--- config.mk ---
export PLATFORM = sky130hd
export DESIGN_NAME = spi_target_core
export DESIGN_NICKNAME = d
export VERILOG_FILES = /design/src/rtl/spi_target_core.sv
export SDC_FILE = /design/constraint.sdc
export NUM_CORES = 1
export LEC_CHECK = 0
export ABC_AREA = 1
export CORE_ASPECT_RATIO = 0.7
export CORE_MARGIN = 2
export CORE_UTILIZATION = 50
export CTS_BUF_LIST = sky130_fd_sc_hd__clkbuf_8
export CTS_CLUSTER_SIZE = 8
export DETAILED_ROUTE_END_ITERATION = 16
export PLACE_DENSITY = 0.76
export SYNTH_ARGS = -nofsm -noshare
export SYNTH_HDL_FRONTEND = slang
export SYNTH_SLANG_ARGS = --single-unit
--- constraint.sdc ---
create_clock -name clk_i -period 4.1 [get_ports clk_i]
set_input_delay 0.41 -clock clk_i [delete_from_list [all_inputs] [get_ports clk_i]]
set_output_delay 0.41 -clock clk_i [all_outputs]
set_load 0.01 [all_outputs]
--- src/rtl/spi_target_core.sv ---
// rtl/spi_target_core.sv - single-lane SPI target core with valid/ready RX and TX byte streams
//
// Purpose: oversamples sck/csb/sdi in the clk_i domain. MOSI is deserialised MSB first
//   onto a valid/ready RX stream. Bytes from a valid/ready TX stream are serialised onto
//   MISO. All four CPOL/CPHA modes are supported; the mode is latched at each csb fall.
// Ports:
//   clk_i, rst_i            clock, asynchronous active-high reset
//   cpol_i, cpha_i          SPI mode, latched when csb asserts
//   sck_i, csb_i, sdi_i     asynchronous SPI inputs from the host
//   sdo_o, sdo_en_o         MISO data and its output enable
//   tx_data_i/tx_valid_i    next byte to send; tx_ready_o pulses when it is consumed
//   rx_data_o/rx_valid_o    received byte, held until rx_ready_i
//   rx_overflow_o           pulse: byte dropped because rx_valid_o was still pending
//   tx_underflow_o          pulse: load point reached with no TX byte, IdleByte sent
//   active_o                transfer in progress (synchronised csb asserted)
module spi_target_core #(
  parameter int          SyncStages = 2,
  parameter logic [7:0]  IdleByte   = 8'hFF
) (
  input  logic       clk_i,
  input  logic       rst_i,
  input  logic       cpol_i,
  input  logic       cpha_i,
  input  logic       sck_i,
  input  logic       csb_i,
  input  logic       sdi_i,
  output logic       sdo_o,
  output logic       sdo_en_o,
  input  logic [7:0] tx_data_i,
  input  logic       tx_valid_i,
  output logic       tx_ready_o,
  output logic [7:0] rx_data_o,
  output logic       rx_valid_o,
  input  logic       rx_ready_i,
  output logic       rx_overflow_o,
  output logic       tx_underflow_o,
  output logic       active_o
);

  typedef enum logic {IDLE, ACTIVE} state_e;

  state_e                state_q, state_d;
  logic [SyncStages-1:0] sck_sync_q, csb_sync_q, sdi_sync_q;
  logic                  sck_prev_q, csb_prev_q;
  logic                  cpol_q, cpol_d, cpha_q, cpha_d;
  logic [2:0]            cnt_q, cnt_d;
  logic [7:0]            rx_shreg_q, rx_shreg_d;
  logic [7:0]            tx_shreg_q, tx_shreg_d;
  logic                  complete_q, complete_d;
  logic [7:0]            rx_data_q, rx_data_d;
  logic                  rx_valid_q, rx_valid_d;
  logic                  rx_overflow_q, rx_overflow_d;

  logic sck_s, csb_s, sdi_s;
  logic sck_rise, sck_fall, csb_fall, csb_rise;
  logic lead_edge, trail_edge, sample_edge, shift_edge;
  logic load;

  assign sck_s = sck_sync_q[SyncStages-1];
  assign csb_s = csb_sync_q[SyncStages-1];
  assign sdi_s = sdi_sync_q[SyncStages-1];

  assign sck_rise = sck_s & ~sck_prev_q;
  assign sck_fall = ~sck_s & sck_prev_q;
  assign csb_fall = ~csb_s & csb_prev_q;
  assign csb_rise = csb_s & ~csb_prev_q;

  // Edge roles come from the mode latched at csb fall, not the live inputs.
  assign lead_edge   = cpol_q ? sck_fall : sck_rise;
  assign trail_edge  = cpol_q ? sck_rise : sck_fall;
  assign sample_edge = cpha_q ? trail_edge : lead_edge;
  assign shift_edge  = cpha_q ? lead_edge  : trail_edge;

  // csb resets deasserted so a held-low csb after reset is seen as a fresh fall.
  always_ff @(posedge clk_i or posedge rst_i) begin
    if (rst_i) begin
      sck_sync_q <= '0;
      csb_sync_q <= '1;
      sdi_sync_q <= '0;
      sck_prev_q <= 1'b0;
      csb_prev_q <= 1'b1;
    end else begin
      sck_sync_q <= {sck_sync_q[SyncStages-2:0], sck_i};
      csb_sync_q <= {csb_sync_q[SyncStages-2:0], csb_i};
      sdi_sync_q <= {sdi_sync_q[SyncStages-2:0], sdi_i};
      sck_prev_q <= sck_s;
      csb_prev_q <= csb_s;
    end
  end

  always_ff @(posedge clk_i or posedge rst_i) begin
    if (rst_i) begin
      state_q       <= IDLE;
      cpol_q        <= 1'b0;
      cpha_q        <= 1'b0;
      cnt_q         <= 3'd0;
      rx_shreg_q    <= 8'h00;
      tx_shreg_q    <= 8'h00;
      complete_q    <= 1'b0;
      rx_data_q     <= 8'h00;
      rx_valid_q    <= 1'b0;
      rx_overflow_q <= 1'b0;
    end else begin
      state_q       <= state_d;
      cpol_q        <= cpol_d;
      cpha_q        <= cpha_d;
      cnt_q         <= cnt_d;
      rx_shreg_q    <= rx_shreg_d;
      tx_shreg_q    <= tx_shreg_d;
      complete_q    <= complete_d;
      rx_data_q     <= rx_data_d;
      rx_valid_q    <= rx_valid_d;
      rx_overflow_q <= rx_overflow_d;
    end
  end

  always_comb begin
    state_d        = state_q;
    cpol_d         = cpol_q;
    cpha_d         = cpha_q;
    cnt_d          = cnt_q;
    rx_shreg_d     = rx_shreg_q;
    tx_shreg_d     = tx_shreg_q;
    complete_d     = 1'b0;
    rx_data_d      = rx_data_q;
    rx_valid_d     = rx_valid_q;
    rx_overflow_d  = 1'b0;
    load           = 1'b0;
    tx_ready_o     = 1'b0;
    tx_underflow_o = 1'b0;

    case (state_q)
      IDLE: begin
        if (csb_fall) begin
          state_d = ACTIVE;
          cpol_d  = cpol_i;
          cpha_d  = cpha_i;
          cnt_d   = 3'd0;
          // cpha=0 has no shift edge before the first sample, so preload now.
          load    = ~cpha_i;
        end
      end
      ACTIVE: begin
        // csb rise takes precedence over any sck edge seen in the same cycle.
        if (csb_rise) begin
          state_d = IDLE;
          cnt_d   = 3'd0;
        end else begin
          if (sample_edge) begin
            rx_shreg_d = {rx_shreg_q[6:0], sdi_s};
            cnt_d      = cnt_q + 3'd1;
            complete_d = (cnt_q == 3'd7);
          end
          if (shift_edge) begin
            if (cnt_q != 3'd0) begin
              tx_shreg_d = {tx_shreg_q[6:0], 1'b0};
            end else begin
              load = 1'b1;
            end
          end
        end
      end
      default: state_d = IDLE;
    endcase

    if (load) begin
      if (tx_valid_i) begin
        tx_shreg_d = tx_data_i;
        tx_ready_o = 1'b1;
      end else begin
        tx_shreg_d     = IdleByte;
        tx_underflow_o = 1'b1;
      end
    end

    // Accept first, then a completing byte may refill (keeping valid high) or overflow.
    if (rx_valid_q && rx_ready_i) begin
      rx_valid_d = 1'b0;
    end
    if (complete_q) begin
      if (rx_valid_q && !rx_ready_i) begin
        rx_overflow_d = 1'b1;
      end else begin
        rx_data_d  = rx_shreg_q;
        rx_valid_d = 1'b1;
      end
    end
  end

  assign sdo_o         = tx_shreg_q[7];
  assign sdo_en_o      = (state_q == ACTIVE);
  assign active_o      = (state_q == ACTIVE);
  assign rx_data_o     = rx_data_q;
  assign rx_valid_o    = rx_valid_q;
  assign rx_overflow_o = rx_overflow_q;

endmodule
==> results.txt <==
- Once detail routing completed, the nets flagged for antenna violations numbered 0.
- Net switching is 31.2% of the power.
- After the last flow step, the layout net total stands at 256.
* WL final: 3210 microns
- Peak supply drop: 0.384 mV
- Total placed cells including tap cells: 279
* Flops & latches, synth: 41
- Path type of the worst setup path: flip-flop to output pin
- Data arrives at the worst endpoint at 2.15 ns.
- The later pin in the worst-skew pair is clocked with a latency of 0.29 ns.
* Starting DRT DRC Count: 79
* Met3 wire length: 143 microns
- Setup repair after global routing missed its margin: false
- Counting I/O delays and the setup requirement, the final critical path takes 2.56 ns.
- Of all nets on the critical path, the largest fanout is 10.
- Entering global routing, the biggest net connects 42 pins.
* CP required: 3.69 ns
- RR Startpoint: csb_sync_q[1]
- Post-CTS repair timing setup buffer count: 0
- Routed length on met1: 1640 microns
- Synthesized Nets: 220
* Number of distinct library cell variants in the gate-level netlist after synthesis: 20
- Sequential cell area fraction in the yosys report: 56.8%
* Most frequent cell after synthesis: nand2_1
* Combined area of all synthesized cells: 1810 sq um
- Capturing instance or port of the critical path: tx_ready_o
- Synth Instances: 200
* Fraction of power consumed by sequential logic: 49.0%
- # setup viols final: 0
- In the synthesized netlist the dominant register cell turns out to be dfrtp_1.
* Clk pwr share: 25.8%
- Type of element launching the critical path: flip-flop
* Max-slew violations: 0
- The die is 54.4 microns tall.
- In this run the critical register-to-register path is captured at rx_shreg_q[0].
* Number of buffers added by the clock tree synthesis step: 5
* Placeable core region: 3490 sq um
* Reg-to-reg slack, setup: 2.50 ns
- The root buffer cell chosen for the clock tree is clkbuf_8.
- Hold Buf Count CTS: 0
- Most used standard cells in the synthesized netlist: nand2_1 (60), dfrtp_1 (38), inv_1 (23)
- Of the cells placed in the final design, the portion with a size suffix greater than 1 is 16.0%.
- A synthesized cell averages 9.06 sq um.
- FF-to-FF path depth: 7
* Final RePlAce weighted congestion: 0.811
* Wire length per cell: 11.2 microns
* First-pass GRT wire length: 5420 microns
- The H-tree generated during clock tree synthesis spans 2 levels.
* Number of search-and-repair iterations in the first detailed-routing pass: 4
* Warnings, synthesis: 0
- The flow ran to the end, and the final reports show no timing, DRC or antenna violations.
- Setup_tns: 0 ns
- Maximum operating frequency: 391 MHz
- Area of the die: 4130 sq um
- EDFF count, synth: 0
* Areal power density over the cells: 482 nW/um^2
- Clk_skew: 0.00514 ns
* Slew at the pin with the worst max-slew slack: 0.488 ns
* TritonCTS clock tree: built
- The worst path uses 62.3% of the clock period.
- In the routed design, unresolved DRC markers number 0.
- Relative to the synthesized area, the layout overhead comes to 25.6%.
- Io pins: 32
- Fraction of registers with async set or reset after synthesis: 100%
- Highest signal layer in the routed design: met4
- Leakage power total: 1.12 nW
- Global routing used 17.7% of the available tracks.
* Cell Count, Final, Fillers Out: 287
- Relative slew slack: 67.4%
- Clk pin slew, worst setup/hold paths: 0.08 ns
- Fraction of synthesized cell area taken by the top area cell type: 52.5%
* Max-capacitance violation count: 0
* Internal power contribution: 754 uW
- The number of antenna diodes in the final layout is 0.
* Cell row count: 18
- Net Switching: 343 uW
* Initial antenna violation count: 0
- Once detailed placement completed, the half-perimeter wirelength came to 2290 microns.
* Effective utilization at floorplan: 51.9%
- Vias in the first global route: 1185
- Summed over all instances, the cell type with the most area after synthesis is dfrtp_1.
* Final total power: 1.10 mW
- Worst hold path type: flip-flop to flip-flop
- I/O Buffers: 31
- Maximum clock path buffer count: 2
- Kind of end point of the critical path: output pin
* Total length of routed met2 wires: 1400 microns
* Overall die width: 75.9 microns
* Vias: 1320
- Top area cells in the synthesized netlist: dfrtp_1 (52%), nand2_1 (12%), nand3_1 (5.2%), inv_1 (4.8%), dfstp_2 (4.4%)
- Once the clock tree was built, the resizer swapped 0 gates to a different size.
- Combinational cells account for 25.2% of the total power.
- Using the TritonRoute via totals, the vias-per-cell ratio works out to 4.60.
* Leftover overflow at the end of global routing: 0
- For this design, the sink count on the clock tree is 41.
* Hold Vio Cnt, Final: 0
* Source of the critical timing path: cnt_q[0]
## cell families after synthesis
group	share of synthesized area, %
muxes	0.622
AOI/OAI and AO/OA	7.60
adders and majority gates	2.07
and+or+nand+nor	26.3
buffers and inverters	6.56
DFF	56.8
## sequential cells by signal (all words and copies together) (netlist names)
name	flops
rx_shreg_q	8
sck_prev_q	1
tx_shreg_q	8
cpha_q	1
rx_valid_o	1
active_o	1
sck_sync_q	2
rx_overflow_o	1
rx_data_o	8
complete_q	1
sdi_sync_q	2
cpol_q	1
csb_prev_q	1
cnt_q	3
csb_sync_q	2
## worst max-delay path, stage by stage, from the launching register on
cell and delay [ns]:
dfrtp_1 0.39, inv_1 0.10, ha_1 0.15, nand2_1 0.07
nor2_1 0.13, nand3_2 0.12, nand2_4 0.13, nand2_4 0.10
nor2_1 0.10, clkdlybuf4s50_1 0.55
## per-layer routing
layer	track usage (%)	vias to the layer above
li1	-	696
met1	24.5	598
met2	25.9	23
met3	7.26	3
met4	5.45	0
met5	0	-
## power groups by stage
stage,clock [mW],sequential (mW),combinational [mW]
floorplan,0,0.534,0.206
CTS,0.291,0.537,0.279
detailed placement,0,0.543,0.274
finish,0.283,0.537,0.276
global route,0.315,0.549,0.315
global placement,0,0.540,0.269
## cell usage in the layout, fill, tap and decap left out, types with 2 or more instances in the layout
| cell type | synthesis | layout |
|---|---|---|
| dfrtp_1 | 38 | 38 |
| inv_1 | 23 | 23 |
| nand3_1 | 19 | 19 |
| dfstp_2 | 3 | 3 |
| nand2_4 | 3 | 3 |
| o21ai_1 | 2 | 2 |
| o21ai_2 | 6 | 6 |
| nor2_2 | 3 | 3 |
| o21ai_0 | 13 | 13 |
| nand3_2 | 3 | 3 |
| clkdlybuf4s50_1 | 0 | 31 |
| clkbuf_8 | 0 | 7 |
| nand2_1 | 60 | 60 |
| a21oi_1 | 2 | 2 |
| inv_2 | 2 | 2 |
| nor2_1 | 8 | 8 |
| or2_2 | 7 | 7 |
| ha_1 | 3 | 3 |
## per-stage QoR
stage          hold slack [ns]  setup WS [ns]  utilization [%]  area (sq um)
6_report                 0.350           1.54             65.2          2270
4_1_cts                  0.353           1.52             65.2          2270
3_5_place_dp             0.336           1.76             62.3          2170
2_1_floorplan            0.331           2.47                -          1810
5_1_grt                  0.356           1.42             65.2          2270
3_3_place_gp             0.336           1.81             62.3          2170
## how the worst min path moves through the flow
stage                     slack (ns)  cells after the start            end          start
after floorplan                 0.33                      0  sck_sync_q[1]  sck_sync_q[0]
after global placement          0.34                      0  sdi_sync_q[1]  sdi_sync_q[0]
after detailed placement        0.34                      0  sck_sync_q[1]  sck_sync_q[0]
after CTS                       0.35                      0  sck_sync_q[1]  sck_sync_q[0]
after global routing            0.36                      0  sck_sync_q[1]  sck_sync_q[0]
final                           0.35                      0  sdi_sync_q[1]  sdi_sync_q[0]
## final cells by class
| type | instances | area (sq um) |
|---|---|---|
| flip-flops and latches | 41 | 1030 |
| fillers | 291 | 1220 |
| multi-input cells | 130 | 663 |
| clock buffers | 7 | 96.3 |
| inverters | 26 | 100 |
| repair buffers | 32 | 318 |
| well taps | 50 | 62.6 |
| clock inverters | 1 | 5.00 |
(Power assumes the default switching activity.)
